[config.mk]
export PLATFORM = sky130hd
export DESIGN_NAME = mdu_seq_ctrl
export DESIGN_NICKNAME = d
export VERILOG_FILES = /design/src/rtl/mdu_seq_ctrl.sv
export SDC_FILE = /design/constraint.sdc
export NUM_CORES = 2
export LEC_CHECK = 0
export CAP_MARGIN = 10
export CORE_MARGIN = 2
export CORE_UTILIZATION = 45
export DETAILED_ROUTE_END_ITERATION = 7
export PLACE_DENSITY_LB_ADDON = 0.2
export SLEW_MARGIN = 20
export SYNTH_ARGS = -nofsm -noshare
export SYNTH_HDL_FRONTEND = slang
export SYNTH_SLANG_ARGS = --single-unit
[constraint.sdc]
create_clock -name clk -period 4.8 [get_ports clk]
set_input_delay 1.44 -clock clk [delete_from_list [all_inputs] [get_ports clk]]
set_output_delay 1.44 -clock clk [all_outputs]
set_load 0.005 [all_outputs]
[src/rtl/mdu_seq_ctrl.sv]
// Multi-cycle RV64M multiply/divide sequencer: shift-add multiplier and restoring divider, one bit per cycle.
// Optional MDU_FAST_MUL_EN replaces the iterative multiply with a single-cycle combinational product.
module mdu_seq_ctrl #(
    parameter int XLEN = 64,
    parameter int OPW  = 4
) (
    input  logic            clk,
    input  logic            rst,
    input  logic            flush,
    input  logic            req_valid,
    output logic            req_ready,
    input  logic [OPW-1:0]  req_op,
    input  logic [XLEN-1:0] req_op1,
    input  logic [XLEN-1:0] req_op2,
    output logic            resp_valid,
    input  logic            resp_ready,
    output logic [XLEN-1:0] resp_data,
    output logic            busy
);

    localparam int CW = $clog2(XLEN) + 1;

    typedef enum logic [1:0] {IDLE, CALC, FIXUP, DONE} state_t;

    state_t state, state_next;

    logic [OPW-1:0]    op_q;
    logic              mul_q;
    logic              neg_res_q;
    logic              neg_rem_q;
    logic [CW-1:0]     counter;
    logic [2*XLEN-1:0] acc;
    logic [2*XLEN-1:0] sh;
    logic [XLEN-1:0]   opb;

    logic d_mul, d_div, d_w, d_sa, d_sb, d_rem, d_rsv;
    logic [XLEN-1:0] a_ext, b_ext, abs_a, abs_b, min_neg, fast_data, fix_data;
    logic neg_a, neg_b, div0, ovf, fast_div, accept;
    logic [CW-1:0] n_iter;
    logic [2*XLEN-1:0] mul_sum, prod_fix;
    logic [XLEN:0] rem_sh, diff;
    logic [XLEN-1:0] quo_fix, rem_fix;
`ifdef MDU_FAST_MUL_EN
    logic [2*XLEN-1:0] fast_prod;
`endif

    function automatic logic [XLEN-1:0] sext32(input logic [31:0] v);
        return {{(XLEN-32){v[31]}}, v};
    endfunction

    assign req_ready  = (state == IDLE) && !rst && !flush;
    assign accept     = req_valid && req_ready;
    assign busy       = (state != IDLE);
    assign resp_valid = (state == DONE);

    always_comb begin
        d_mul = 1'b0;
        d_div = 1'b0;
        d_w   = 1'b0;
        d_sa  = 1'b0;
        d_sb  = 1'b0;
        d_rem = 1'b0;
        d_rsv = 1'b0;
        case (req_op)
            OPW'(0):  d_mul = 1'b1;
            OPW'(1):  begin d_mul = 1'b1; d_sa = 1'b1; d_sb = 1'b1; end
            OPW'(2):  begin d_mul = 1'b1; d_sa = 1'b1; end
            OPW'(3):  d_mul = 1'b1;
            OPW'(4):  begin d_mul = 1'b1; d_w = 1'b1; end
            OPW'(5):  begin d_div = 1'b1; d_sa = 1'b1; d_sb = 1'b1; end
            OPW'(6):  d_div = 1'b1;
            OPW'(7):  begin d_div = 1'b1; d_rem = 1'b1; d_sa = 1'b1; d_sb = 1'b1; end
            OPW'(8):  begin d_div = 1'b1; d_rem = 1'b1; end
            OPW'(9):  begin d_div = 1'b1; d_w = 1'b1; d_sa = 1'b1; d_sb = 1'b1; end
            OPW'(10): begin d_div = 1'b1; d_w = 1'b1; end
            OPW'(11): begin d_div = 1'b1; d_w = 1'b1; d_rem = 1'b1; d_sa = 1'b1; d_sb = 1'b1; end
            OPW'(12): begin d_div = 1'b1; d_w = 1'b1; d_rem = 1'b1; end
            default:  d_rsv = 1'b1;
        endcase
    end

    // Operands become magnitudes; the result signs are reapplied in FIXUP.
    always_comb begin
        a_ext = req_op1;
        b_ext = req_op2;
        if (d_w) begin
            a_ext = d_sa ? sext32(req_op1[31:0]) : {{(XLEN-32){1'b0}}, req_op1[31:0]};
            b_ext = d_sb ? sext32(req_op2[31:0]) : {{(XLEN-32){1'b0}}, req_op2[31:0]};
        end
        neg_a   = d_sa && a_ext[XLEN-1];
        neg_b   = d_sb && b_ext[XLEN-1];
        abs_a   = neg_a ? -a_ext : a_ext;
        abs_b   = neg_b ? -b_ext : b_ext;
        min_neg = d_w ? {{(XLEN-31){1'b1}}, {31{1'b0}}} : {1'b1, {(XLEN-1){1'b0}}};
        div0    = d_div && (b_ext == '0);
        ovf     = d_div && d_sa && (a_ext == min_neg) && (b_ext == '1);
        n_iter  = d_w ? CW'(32) : CW'(XLEN);
    end

    assign fast_div = div0 || ovf;

    always_comb begin
        fast_data = '0;
        if (!d_rsv) begin
            if (div0)
                fast_data = d_rem ? (d_w ? sext32(req_op1[31:0]) : req_op1) : '1;
            else if (ovf)
                fast_data = d_rem ? '0 : a_ext;
        end
    end

`ifdef MDU_FAST_MUL_EN
    assign fast_prod = {{XLEN{1'b0}}, abs_a} * {{XLEN{1'b0}}, abs_b};
`endif

    assign mul_sum = acc + sh;
    assign rem_sh  = {acc[2*XLEN-1:XLEN], acc[XLEN-1]};
    assign diff    = rem_sh - {1'b0, opb};

    always_comb begin
        prod_fix = neg_res_q ? -acc : acc;
        quo_fix  = neg_res_q ? -acc[XLEN-1:0] : acc[XLEN-1:0];
        rem_fix  = neg_rem_q ? -acc[2*XLEN-1:XLEN] : acc[2*XLEN-1:XLEN];
        case (op_q)
            OPW'(0):                    fix_data = prod_fix[XLEN-1:0];
            OPW'(1), OPW'(2), OPW'(3):  fix_data = prod_fix[2*XLEN-1:XLEN];
            OPW'(4):                    fix_data = sext32(prod_fix[31:0]);
            OPW'(5), OPW'(6):           fix_data = quo_fix;
            OPW'(7), OPW'(8):           fix_data = rem_fix;
            OPW'(9), OPW'(10):          fix_data = sext32(quo_fix[31:0]);
            OPW'(11), OPW'(12):         fix_data = sext32(rem_fix[31:0]);
            default:                    fix_data = '0;
        endcase
    end

    always_ff @(posedge clk) begin
        if (rst)
            state <= IDLE;
        else
            state <= state_next;
    end

    always_comb begin
        state_next = state;
        case (state)
            IDLE: begin
                if (accept) begin
                    if (d_rsv || fast_div)
                        state_next = DONE;
`ifdef MDU_FAST_MUL_EN
                    else if (d_mul)
                        state_next = FIXUP;
`endif
                    else
                        state_next = CALC;
                end
            end
            CALC:    if (counter == CW'(1)) state_next = FIXUP;
            FIXUP:   state_next = DONE;
            DONE:    if (resp_ready) state_next = IDLE;
            default: state_next = IDLE;
        endcase
        if (flush)
            state_next = IDLE;
    end

    // W divides park the 32-bit dividend at the top of the quotient half so 32 shifts consume it.
    always_ff @(posedge clk) begin
        if (rst) begin
            op_q      <= '0;
            mul_q     <= 1'b0;
            neg_res_q <= 1'b0;
            neg_rem_q <= 1'b0;
            counter   <= '0;
            acc       <= '0;
            sh        <= '0;
            opb       <= '0;
            resp_data <= '0;
        end else if (accept) begin
            op_q      <= req_op;
            mul_q     <= d_mul;
            neg_res_q <= neg_a ^ neg_b;
            neg_rem_q <= neg_a;
            counter   <= n_iter;
            opb       <= abs_b;
            if (d_mul) begin
`ifdef MDU_FAST_MUL_EN
                acc <= fast_prod;
`else
                acc <= '0;
`endif
                sh  <= {{XLEN{1'b0}}, abs_a};
            end else begin
                acc <= {{XLEN{1'b0}}, d_w ? {abs_a[31:0], {(XLEN-32){1'b0}}} : abs_a};
                sh  <= '0;
            end
            if (d_rsv || fast_div)
                resp_data <= fast_data;
        end else if (state == CALC) begin
            counter <= counter - CW'(1);
            if (mul_q) begin
                if (opb[0])
                    acc <= mul_sum;
                sh  <= sh << 1;
                opb <= opb >> 1;
            end else if (diff[XLEN]) begin
                acc <= {rem_sh[XLEN-1:0], acc[XLEN-2:0], 1'b0};
            end else begin
                acc <= {diff[XLEN-1:0], acc[XLEN-2:0], 1'b1};
            end
        end else if (state == FIXUP) begin
            resp_data <= fix_data;
        end
    end

endmodule

==> impl_metrics.env <==
export IMPL_status="finished, final reports clean"
export IMPL_number_of_flops_mapped_to_enable_cells_by_yosys=0
export IMPL_die_h_um=303
export IMPL_antenna_left=0
export IMPL_ys_ff_latch=400
export IMPL_timing_critical_path_slowest_cell_delay_ns=0.79
export IMPL_place_detailed_hpwl_mm=175
export IMPL_power_per_cell_area_nw_per_um2=728
export IMPL_critPathMostFrequentCell="or4_1"
export IMPL_floorplan_rows=109
export IMPL_yosysWarningCount=0
export IMPL_routabilityCongestion=1.09
export IMPL_cp_cell_instances="or4_1 -> or4_1 -> or4_1 -> or3_1 -> nor2_1 -> nor2_1 -> o21ai_0 -> o21ai_0 -> nand2_1 -> a311oi_1"
export IMPL_post_synth_top_area_fraction=0.199
export IMPL_timing_final_crit_period_ns=4.78
export IMPL_cell_internal_pwr_w=0.0162
export IMPL_synthesis_nets=6216
export IMPL_initialDrtViolationCount=7692
export IMPL_htreeDepth=2
export IMPL_clock_sinks=400
export IMPL_crit_family="simple AND/OR/NAND/NOR gates"
export IMPL_crit_arrival_ns=5.27
export IMPL_required_worst_endpoint_ns=5.30
export IMPL_worstMarginPinSlew_ns=1.24
export IMPL_final_core_utilization=0.557
export IMPL_power_share_switching=0.550
export IMPL_filler_cell_count=8811
export IMPL_synth_sequential_area_ratio=0.199
export IMPL_finalMaxSlewViolations=0
export IMPL_share_comb_of_total_power=0.758
export IMPL_fmaxAchievable_ghz=0.209
export IMPL_starting_density_of_the_core=0.455
export IMPL_drc_errors=0
export IMPL_power_leakage_nw=19.4
export IMPL_port_buffers=203
export IMPL_timing_critical_path_buf_inv=0
export IMPL_cts_tree="done"
export IMPL_cts_bufs_inserted=52
export IMPL_area_growth_from_synthesis_to_final_layout_pct=22.6
export IMPL_detail_route_wl_per_cell_um=29.4
export IMPL_grt_pass1_vias=45900
export IMPL_syn_cell_area_um2=40200
export IMPL_route_vias_total=50900
export IMPL_maximum_number_of_pins_on_one_net_before_global_route_repair=159
export IMPL_share_clk_of_total_power=0.116
export IMPL_timing_final_setup_violations=0
export IMPL_cts_root_buffer="clkbuf_16"
export IMPL_dr_vias_cell=6.73
export IMPL_total_power_w=0.0359
export IMPL_asyncSetResetFlopFracSynth=0
export IMPL_worst_slew_margin_rel=0.166
export IMPL_setup_reg_to_reg_worst_slack_ns=0.02
export IMPL_synthesis_instances=5874
export IMPL_cts_hold_repair_buffers=0
export IMPL_vdd_drop_max_v=0.00111
export IMPL_placeableCoreArea_um2=88400
export IMPL_design_die_area_um2=91700
export IMPL_fin_crit_sh=0.995
export IMPL_cts_buffer_depth=3
export IMPL_globalRoute_totalOverflow=0
export IMPL_yosysMostFrequentCell="nor2_1"
export IMPL_dieWidth_um=303
export IMPL_totalWireLength_mm=223
export IMPL_power_net_switching_w=0.0197
export IMPL_critical_path_class="reg -> reg"
export IMPL_timing_critical_path_fanout_max=8
export IMPL_finish_net_count=6692
export IMPL_grt_antenna_before_repair=17
export IMPL_post_route_cells_drive_above_1_share=0.132
export IMPL_clkTransAtPathRegs_ns=0.06
export IMPL_max_cap_violations=0
export IMPL_syn_avg_cell_area_um2=6.84
export IMPL_critPathSlowestCell="or4_1"
export IMPL_critPathLaunchType="register"
export IMPL_synth_cells_most_frequent="nor2_1, a21oi_1, nand2_1"
export IMPL_ys_flop_type="dfxtp_1"
export IMPL_grt_pass1_wl_mm=318
export IMPL_p_seq_frac=0.126
export IMPL_insertion_delay_ns=0.70
export IMPL_drt_first_pass_iters=7
export IMPL_hold_viol_final=0
export IMPL_globalRouteTotalUtil=0.469
export IMPL_synth_area_leader_cell="dfxtp_1"
export IMPL_min_delay_path_class="reg -> reg"
export IMPL_type_of_element_capturing_the_critical_path="register"
export IMPL_ys_types=88
export IMPL_io_pins=204
export IMPL_yosys_top_cells_area="dfxtp_1, a21oi_1, nor2_1"
export IMPL_finalClockSkew_ns=0.0514
## worst paths after layout
kind / startpoint / end / cells past startpoint
max: acc[14] / resp_data[24] / 10
min: resp_data[42] / resp_data[42] / 2
max reg2reg: acc[14] / resp_data[24] / 10
min reg2reg: resp_data[42] / resp_data[42] / 2
## layer usage
metal	wire, um	GRT usage	up-vias
li1	-	-	22700
met1	86700	0.605	23800
met2	87600	0.661	3618
met3	28600	0.140	794
met4	19500	0.337	14
met5	97	0	-
## area by class of cell
cell class,count,area (um2),area share
Inverter,144,541,0.0110
Clock buffer,75,1580,0.0321
Clock inverter,18,195,0.00396
Tap cell,1165,1460,0.0296
Sequential cell,400,8010,0.163
Timing Repair Buffer,862,7310,0.148
Antenna cell,9,22.5,0.000457
Multi-Input combinational cell,4890,30100,0.612
## power groups by stage
stage / logic [W] / clock network, W / registers, W
detailed placement: 0.0257 / 0 / 0.00451
finish: 0.0272 / 0.00416 / 0.00451
CTS: 0.0258 / 0.00415 / 0.00445
floorplan: 0.0148 / 0 / 0.00407
global placement: 0.0257 / 0 / 0.00451
global route: 0.0282 / 0.00429 / 0.00450
## cells by family after synthesis
| family | share of synthesized area |
|---|---|
| multiplexers | 0.0179 |
| XOR/XNOR | 0.0863 |
| AO/OA/AOI/OAI | 0.334 |
| adder cells (fa/ha/maj) | 0.0642 |
| AND/OR/NAND/NOR | 0.243 |
| buffers and inverters | 0.0551 |
| flip-flops | 0.199 |
## cells in the final DEF, fill, tap and decap left out, drive strengths merged, types with 26 or more instances in the layout
| cell | count |
|---|---|
| o22ai | 57 |
| a221oi | 54 |
| o31ai | 70 |
| inv | 144 |
| mux2i | 54 |
| nand3 | 99 |
| xnor2 | 187 |
| buf | 660 |
| a21o | 97 |
| a311oi | 75 |
| clkbuf | 75 |
| a22oi | 96 |
| o41ai | 26 |
| nor2b | 32 |
| or4 | 41 |
| nor2 | 739 |
| clkdlybuf4s50 | 202 |
| or3 | 77 |
| a211oi | 99 |
| o21bai | 55 |
| nand2 | 573 |
| xor2 | 209 |
| o21a | 32 |
| nor4 | 75 |
| o221ai | 34 |
| a21oi | 607 |
| a31oi | 65 |
| dfxtp | 400 |
| ha | 203 |
| and3 | 29 |
| o21ai | 511 |
| nor3 | 187 |
| nand4 | 107 |
| nand2b | 53 |
| o211ai | 65 |
## registers in the layout (all words and copies together), names as in the netlist
signal     count
acc          128
sh           128
opb           64
resp_data     64
counter        7
op_q           4
state          2
mul_q          1
neg_rem_q      1
neg_res_q      1
## worst reg2reg max path: stages (launching register included)
cell and delay (ns):
dfxtp_1 0.38, or4_1 0.58, or4_1 0.76, or4_1 0.80, or3_1 0.61, nor2_1 0.17, nor2_1 0.06, o21ai_0 0.61
o21ai_0 0.27, nand2_1 0.21, a311oi_1 0.12
## metrics by stage
| step | hold WS [ns] | cell area [um2] | std cells | setup TNS, ns | setup slack, ns |
|---|---|---|---|---|---|
| 4_1_cts | 0.478 | 49200 | 7553 | 0 | 0.0235 |
| 2_1_floorplan | 0.445 | 40200 | 5874 | 0 | 0.0158 |
| 6_report | 0.473 | 49300 | 7563 | 0 | 0.0236 |
| 5_1_grt | 0.494 | 49200 | 7557 | -0.0269 | -0.0269 |
| 3_3_place_gp | 0.470 | 47400 | 7460 | -44.00 | -0.533 |
| 3_5_place_dp | 0.463 | 47400 | 7460 | -51.70 | -0.625 |
## timing repair
item | CTS | global route
buffers inserted | 0 | 1
endpoints found under the setup margin | 0 | 62
gates resized for setup | 0 | 12
hold endpoints to repair | 0 | 0
No activity file was read; power rests on OpenSTA's default activity.
